**src/rtl/mem_pkg.sv**
```systemverilog
// mem_pkg: shared defaults, FSM state encoding and write-protect limit for the memory controller.
package mem_pkg;

   localparam int ADDR_W_DEF = 8;
   localparam int DATA_W_DEF = 16;
   localparam int CNT_W      = 3;

   // Highest word address of the protected region.
   localparam int unsigned WP_LIMIT = 32'h3F;

   typedef enum logic [1:0] {
      ST_IDLE   = 2'd0,
      ST_WAIT   = 2'd1,
      ST_ACCESS = 2'd2,
      ST_DONE   = 2'd3
   } state_e;

   function automatic logic in_wp_region(input logic [31:0] addr);
      return addr <= WP_LIMIT;
   endfunction

endpackage

```
**src/rtl/mem_array.sv**
```systemverilog
// mem_array: single-port synchronous RAM, 2^ADDR_W x DATA_W, registered read port with hold.
module mem_array
   import mem_pkg::*;
#(
   parameter int ADDR_W = ADDR_W_DEF,
   parameter int DATA_W = DATA_W_DEF
) (
   input  logic              clk,
   input  logic              reset,
   input  logic              we,
   input  logic              re,
   input  logic [ADDR_W-1:0] addr,
   input  logic [DATA_W-1:0] wdata,
   output logic [DATA_W-1:0] rdata
);

   localparam int DEPTH = 1 << ADDR_W;

   logic [DATA_W-1:0] mem [DEPTH];
   logic [DATA_W-1:0] rdata_q, rdata_d;

   // NOTE: the storage array has no reset; only the read register is cleared, so contents survive reset.
   always_ff @(posedge clk) begin
      if (we) mem[addr] <= wdata;
   end

   always_comb begin
      rdata_d = rdata_q;
      if (re) rdata_d = mem[addr];
   end

   always_ff @(posedge clk or negedge reset) begin
      if (!reset) rdata_q <= '0;
      else        rdata_q <= rdata_d;
   end

   assign rdata = rdata_q;

endmodule

```
**src/rtl/mem_ctrl.sv**
```systemverilog
// mem_ctrl: multicycle memory controller (IDLE/WAIT/ACCESS/DONE) with WAIT_CYCLES wait states.
// Define MEM_WPROT_EN to suppress writes to 0x00..0x3F and add the wp_fault output.
module mem_ctrl
   import mem_pkg::*;
#(
   parameter int ADDR_W      = ADDR_W_DEF,
   parameter int DATA_W      = DATA_W_DEF,
   parameter int WAIT_CYCLES = 2
) (
   input  logic              clk,
   input  logic              reset,
   input  logic              MemRead,
   input  logic              MemWrite,
   input  logic              AddrSel,
   input  logic [ADDR_W-1:0] pc,
   input  logic [ADDR_W-1:0] alu_out,
   input  logic [DATA_W-1:0] wdata,
   output logic [DATA_W-1:0] rdata,
   output logic              mem_ready,
   output logic              req_err
`ifdef MEM_WPROT_EN
   ,
   output logic              wp_fault
`endif
);

   localparam logic [CNT_W-1:0] CNT_INIT = (WAIT_CYCLES == 0) ? '0 : CNT_W'(WAIT_CYCLES - 1);

   state_e            state_q, state_d;
   logic [CNT_W-1:0]  cnt_q, cnt_d;
   logic [ADDR_W-1:0] addr_q, addr_d;
   logic [DATA_W-1:0] wdata_q, wdata_d;
   logic              is_wr_q, is_wr_d;
   logic              ready_q, ready_d;
   logic              err_q, err_d;
   logic              wp_hit;
   logic              arr_we, arr_re;

`ifdef MEM_WPROT_EN
   logic wpf_q, wpf_d;
   assign wp_hit   = is_wr_q && in_wp_region(32'(addr_q));
   assign wpf_d    = (state_q == ST_ACCESS) && wp_hit;
   assign wp_fault = wpf_q;

   always_ff @(posedge clk or negedge reset) begin
      if (!reset) wpf_q <= 1'b0;
      else        wpf_q <= wpf_d;
   end
`else
   assign wp_hit = 1'b0;
`endif

   // NOTE: every variable gets a default up front so this block never infers a latch.
   always_comb begin
      state_d = state_q;
      cnt_d   = cnt_q;
      addr_d  = addr_q;
      wdata_d = wdata_q;
      is_wr_d = is_wr_q;
      ready_d = 1'b0;
      err_d   = 1'b0;
      unique case (state_q)
         ST_IDLE: begin
            if (MemRead && MemWrite) begin
               state_d = ST_DONE;
               ready_d = 1'b1;
               err_d   = 1'b1;
            end else if (MemRead || MemWrite) begin
               addr_d  = AddrSel ? alu_out : pc;
               wdata_d = wdata;
               is_wr_d = MemWrite;
               cnt_d   = CNT_INIT;
               state_d = (WAIT_CYCLES == 0) ? ST_ACCESS : ST_WAIT;
            end
         end
         ST_WAIT: begin
            if (cnt_q == '0) state_d = ST_ACCESS;
            else             cnt_d   = cnt_q - CNT_W'(1);
         end
         ST_ACCESS: begin
            state_d = ST_DONE;
            ready_d = 1'b1;
         end
         ST_DONE:  state_d = ST_IDLE;
         default:  state_d = ST_IDLE;
      endcase
   end

   always_ff @(posedge clk or negedge reset) begin
      if (!reset) begin
         state_q <= ST_IDLE;
         cnt_q   <= '0;
         addr_q  <= '0;
         wdata_q <= '0;
         is_wr_q <= 1'b0;
         ready_q <= 1'b0;
         err_q   <= 1'b0;
      end else begin
         state_q <= state_d;
         cnt_q   <= cnt_d;
         addr_q  <= addr_d;
         wdata_q <= wdata_d;
         is_wr_q <= is_wr_d;
         ready_q <= ready_d;
         err_q   <= err_d;
      end
   end

   // The array acts on the edge that leaves ACCESS, using only latched request fields.
   assign arr_we = (state_q == ST_ACCESS) && is_wr_q && !wp_hit;
   assign arr_re = (state_q == ST_ACCESS) && !is_wr_q;

   mem_array #(
      .ADDR_W (ADDR_W),
      .DATA_W (DATA_W)
   ) u_array (
      .clk   (clk),
      .reset (reset),
      .we    (arr_we),
      .re    (arr_re),
      .addr  (addr_q),
      .wdata (wdata_q),
      .rdata (rdata)
   );

   assign mem_ready = ready_q;
   assign req_err   = err_q;

endmodule
```
**config.mk**
```make
export PLATFORM = sky130hd
export DESIGN_NAME = mem_ctrl
export DESIGN_NICKNAME = d
export VERILOG_FILES = /design/src/rtl/mem_pkg.sv /design/src/rtl/mem_array.sv /design/src/rtl/mem_ctrl.sv
export SDC_FILE = /design/constraint.sdc
export NUM_CORES = 2
export LEC_CHECK = 0
export CORE_MARGIN = 2
export CORE_UTILIZATION = 36
export DETAILED_ROUTE_END_ITERATION = 12
export GPL_ROUTABILITY_DRIVEN = 0
export PLACE_DENSITY = 0.49
export RECOVER_POWER = 25
export SYNTH_ARGS = -nofsm -noshare
export SYNTH_HDL_FRONTEND = slang
export SYNTH_SLANG_ARGS = --single-unit
```
**constraint.sdc**
```tcl
create_clock -name clk -period 9.6 [get_ports clk]
set_input_delay 1.44 -clock clk [delete_from_list [all_inputs] [get_ports clk]]
set_output_delay 1.44 -clock clk [all_outputs]
set_load 0.1 [all_outputs]
```
Word-level counts from Yosys, hierarchy flattened
Memories as Yosys holds them, arrays and structs flattened. A register that Yosys moved wholly into a read port is not among the register bits.
Cells that the tools add are included.
Word-level totals
  memory bits (writable): 4096
  bits of input ports: 37
  output and inout bits: 18
  memories: 1
  logic and storage cells: 44
  register bits: 32
Memories
  u_array.mem: words 256, bits a word 16, read ports 1, clocked after Yosys merged registers in 1, wr ports 1, RTL line mem_array.sv:19  | logic [DATA_W-1:0] mem [DEPTH];
Cells by class
  equal/unequal tests: 8
  muxes and demuxes: 14
  reductions and logical operators: 12
  bitwise logic cells: 1
  add/subtract/negate cells: 1
Operators by type and width (count)
  3-bit two-way mux: 3
  8-bit two-way mux: 1
  2-bit inequality test (second input constant): 4
  2-bit case mux with 4 select lines: 1
  2-bit two-way mux: 3
  3-bit case mux with 2 select lines: 1
  2-bit == test (second input constant): 2
  1-bit two-way mux: 4
  4-bit AND reduction: 1
  1-bit logical AND: 3
  3-bit logical NOT: 1
  3-bit inequality test (second input constant): 1
  3-bit AND reduction: 1
  3-bit by 1-bit subtractor with 3-bit output (second input constant): 1
  2-bit by 1-bit == test with 1-bit output (second input constant): 1
  1-bit logical NOT: 2
  2-bit logical NOT: 1
  1-bit case mux with 2 select lines: 1
  2-bit AND reduction: 1
  2-bit nonzero test: 1
  1-bit logical OR: 1
  1-bit NOT: 1

Longest topological paths before layout
  word-level depth: 4
  mapped depth: 13
  gate-level depth less buffers: 9

Hierarchy
A second synthesis with hierarchy kept.
Second synthesis, totals
  cell total of the unflattened synthesis: 7120
  area, all modules: 159432.9 µm²
Modules (own cells, without submodules)
  mem_array: seq. area each 123398.3 µm², area each 157900.2 µm², cells an instance 7003, times used 1
  mem_ctrl: seq. area each 800.8 µm², area each 1532.7 µm², cells an instance 117, times used 1

Least setup slack after synthesis
No wires, ideal clock.
  kind: register -> register
  from: register wdata_q[0]
  to: memory u_array.mem[0][0] (netlist bit), data pin
  arrival time: 3.179 ns
  required time: 8.797 ns
  slack: 5.618 ns
  setup time: 0.803 ns
  stages on the path, launching flop included: 1
  buffers on the path: 0
  period minus slack after synthesis: 3.982 ns
  cells stage by stage: dfrtp_1
RTL lines
  start: declaration: RTL line mem_ctrl.sv:32  | logic [DATA_W-1:0] wdata_q, wdata_d;
  start signal: assignment: RTL line mem_ctrl.sv:102  | wdata_q <= wdata_d;
  end: declaration: RTL line mem_array.sv:19
Straight into the memory's write port.

Worst setup path after layout
  from: register wdata_q[1]
  to: memory u_array.mem[126][1] (netlist bit), data pin
Straight into the memory's write port.

==> metrics.cfg <==
[outcome]
status=complete, but fails checks
failed_checks=max-capacitance violations, max-slew violations

[floorplanning]
floorplan.initialDensity_pct=36.21
core_region_area_um2=442100
fp.dieArea_um2=450000
placementRows=244
chipWidth_um=670.8
io-pin-count=55
floorplan.die.height_um=670.8

[setup_path]
regToRegStartpoint=wdata_q[1]$_DFFE_PN0P_
r2r-end=u_array.mem[126][1]$_DFFE_PP_
worst_setup_path_startpoint=wdata_q[1]$_DFFE_PN0P_
cp_slowest_cell=clkbuf_2
cp.buffers_inverters=1
cp_data_required_time_ps=9790
reg2regPathDepth=1
critPathLaunchType=flop
path_delay_family=buffers and inverters
timing_worst_setup_path_type=flop to flop
critical_path_arrival_ps=6810
worst-path-stages=1
timing.critical_path.cells=clkbuf_2
end_kind=flop
max_stage_delay_ps=2990
worst-path-max-fanout=168
endpoint=u_array.mem[126][1]$_DFFE_PP_
setup_slack_reg_to_reg_ps=2980

[clocking]
number_of_buffers_created_by_cts=436
clock_sinks=4144
clkSlewWorstSetupHoldPaths_ps=60
cts.root.buffer_cell=clkbuf_16
number_of_gates_given_a_new_drive_strength_after_cts=0
clock_latency_ps=1010
cts.repair_timing.setup_buffer_count=0
clock_tree.buffer_depth=4
htree_levels=5
cts_tree=built
post_cts_hold_buffer_count=0

[timing]
slew_violations=2329
max_clock_freq_ghz=0.1511
worst_slew_margin_rel_pct=-214.5
setup_tns_ps=0
setup-violations-final=0
worst_slew_pin_slew_ps=4717
clock-skew-final_ps=66.42
timing.final.ws_setup_ps=2984
min_period_over_period_pct=68.92
hold_viol=0
layout_min_cycle_time_ps=6616
setup_repair_after_global_routing_missed_its_margin=false

[layout]
commonest_cells_after_routing_fill_and_taps_aside=4096 x edfxtp_1, 890 x mux4_2, 438 x clkbuf_16
num-nets-final=7863
final-instance-count-excl-fill=14090
areaGrowthSynthToFinish_pct=14.11
final_area_um2=182600
layout-drive-gt1-share_pct=26.15
final_common_cell=edfxtp_1

[synthesis]
synth_edf_count=4096
syn_nets=7463
yosys_warnings=0
async_flop_share_pct=1.158
post_synth_cell_types=71
syn_avg_cell_area_um2=21.57
yosysSeqAreaShare_pct=77.59
syn_inst=7419
yosys.area.top_type=edfxtp_1
ff_latch_count_synth=4144
synthesis.area_um2=160100
synth_top_cell_area_share_pct=76.84
netlist_top_cells_area=edfxtp_1 77%, mux4_2 13%, mux2i_1 2.6%
synth_flop_type=edfxtp_1

[detailed_routing]
dr.pass1.iters=6
drc=0
ant_nets_after_route=0
viasPerCell=5.657
wire_per_inst_um=34.86
drt_iter0_markers=10510
num_vias=79730
wl_um=491300

[flow_run]
maxCapViolCount=35

[global_routing]
grt_pass1_wl_um=672100
grt_max_degree=169
number_of_global_route_vias_before_repair=79290
grt_use_total_pct=21.42
antenna_found_initial=27
globalRouteOverflowTotal=0

[place]
count_of_input_and_output_buffers=54
pre_cts_ws_ps=4071
place.detailed.hpwl_um=297100
placedCellCount=13290
post_place_instance_area_um2=168900

[power_and_ir_drop]
ir_worst_vdd_uv=366.7
power_density_nw_per_um2=310.2
p_leak_nw=56.01

[hold_path]
holdCritPathClass=flop to flop

-- synthesized netlist by cell type, types with 15 or more instances --
cell	instances
mux2_2	72
a22oi_1	108
a221oi_1	17
o22a_1	21
mux4_2	890
a211oi_1	17
buf_6	58
nor4_1	20
dfrtp_1	48
o21ai_0	86
o22ai_1	159
nand3_1	76
buf_1	15
a31oi_1	29
mux2i_1	412
clkbuf_1	114
nand2_1	177
nor2_1	330
nand4_1	17
nor2b_1	26
a32oi_1	21
buf_4	112
buf_2	133
nor3_1	39
edfxtp_1	4096
a21oi_1	113
-- worst min-delay path by stage --
stage | cells past startpoint | from | slack, ps | end
after floorplan | 2 | cnt_q[1]$_DFFE_PN0P_ | 450 | cnt_q[1]$_DFFE_PN0P_
after global placement | 2 | cnt_q[1]$_DFFE_PN0P_ | 460 | cnt_q[1]$_DFFE_PN0P_
after detailed placement | 1 | cnt_q[0]$_DFFE_PN0P_ | 490 | cnt_q[0]$_DFFE_PN0P_
after CTS | 1 | reset | 290 | cnt_q[0]$_DFFE_PN0P_
after global routing | 1 | cnt_q[0]$_DFFE_PN0P_ | 510 | cnt_q[0]$_DFFE_PN0P_
final | 1 | cnt_q[0]$_DFFE_PN0P_ | 500 | cnt_q[0]$_DFFE_PN0P_
-- cell type report --
class / count / area (um^2)
diodes: 8 / 20.02
clock buffers: 538 / 11400
clock inverters: 262 / 2526
fillers: 38840 / 259400
inverters: 15 / 63.81
multi-input cells: 2823 / 33770
flip-flops and latches: 4144 / 124200
well taps: 5904 / 7387
repair buffers: 399 / 3252
-- power breakdown --
| part | internal (mW) | leakage, nW | switching [mW] |
|---|---|---|---|
| Clock | 9.41 | 6.78 | 7.14 |
| Sequential | 23.0 | 37.4 | 1.09 |
| Combinational | 4.90 | 11.8 | 11.1 |
| Total | 37.4 | 56.0 | 19.3 |
-- registers in the layout, summed over array words and instances (netlist names) --
signal	count
addr_q	8
cnt_q	3
is_wr_q	1
mem_ready	1
req_err	1
state_q	2
u_array.mem	4096
u_array.rdata	16
wdata_q	16
-- per-layer routing --
metal	part of all wire, %	global-route usage (%)
met5	0.0098	0
met4	3.4	6.290
met3	7.6	3.820
met2	47	33.83
met1	42	30.47
-- kinds of logic after synthesis --
logic type	share of synthesized area [%]
multiplexers	15.62
flip-flops	77.59
adder cells (fa/ha/maj)	0.05472
AND/OR/NAND/NOR	2.161
AO/OA/AOI/OAI	2.824
buffers and inverters	1.743
-- metrics by stage --
step                total power, mW  hold slack [ps]  util, %
floorplan                     33.49            449.8        -
global placement              40.13            464.4    38.19
detailed placement            40.35            493.5    38.20
CTS                           56.82            289.3    41.35
global route                  58.33            514.6    41.31
finish                        56.66            502.2    41.31
Note: power is estimated with default switching activity, not from simulation.
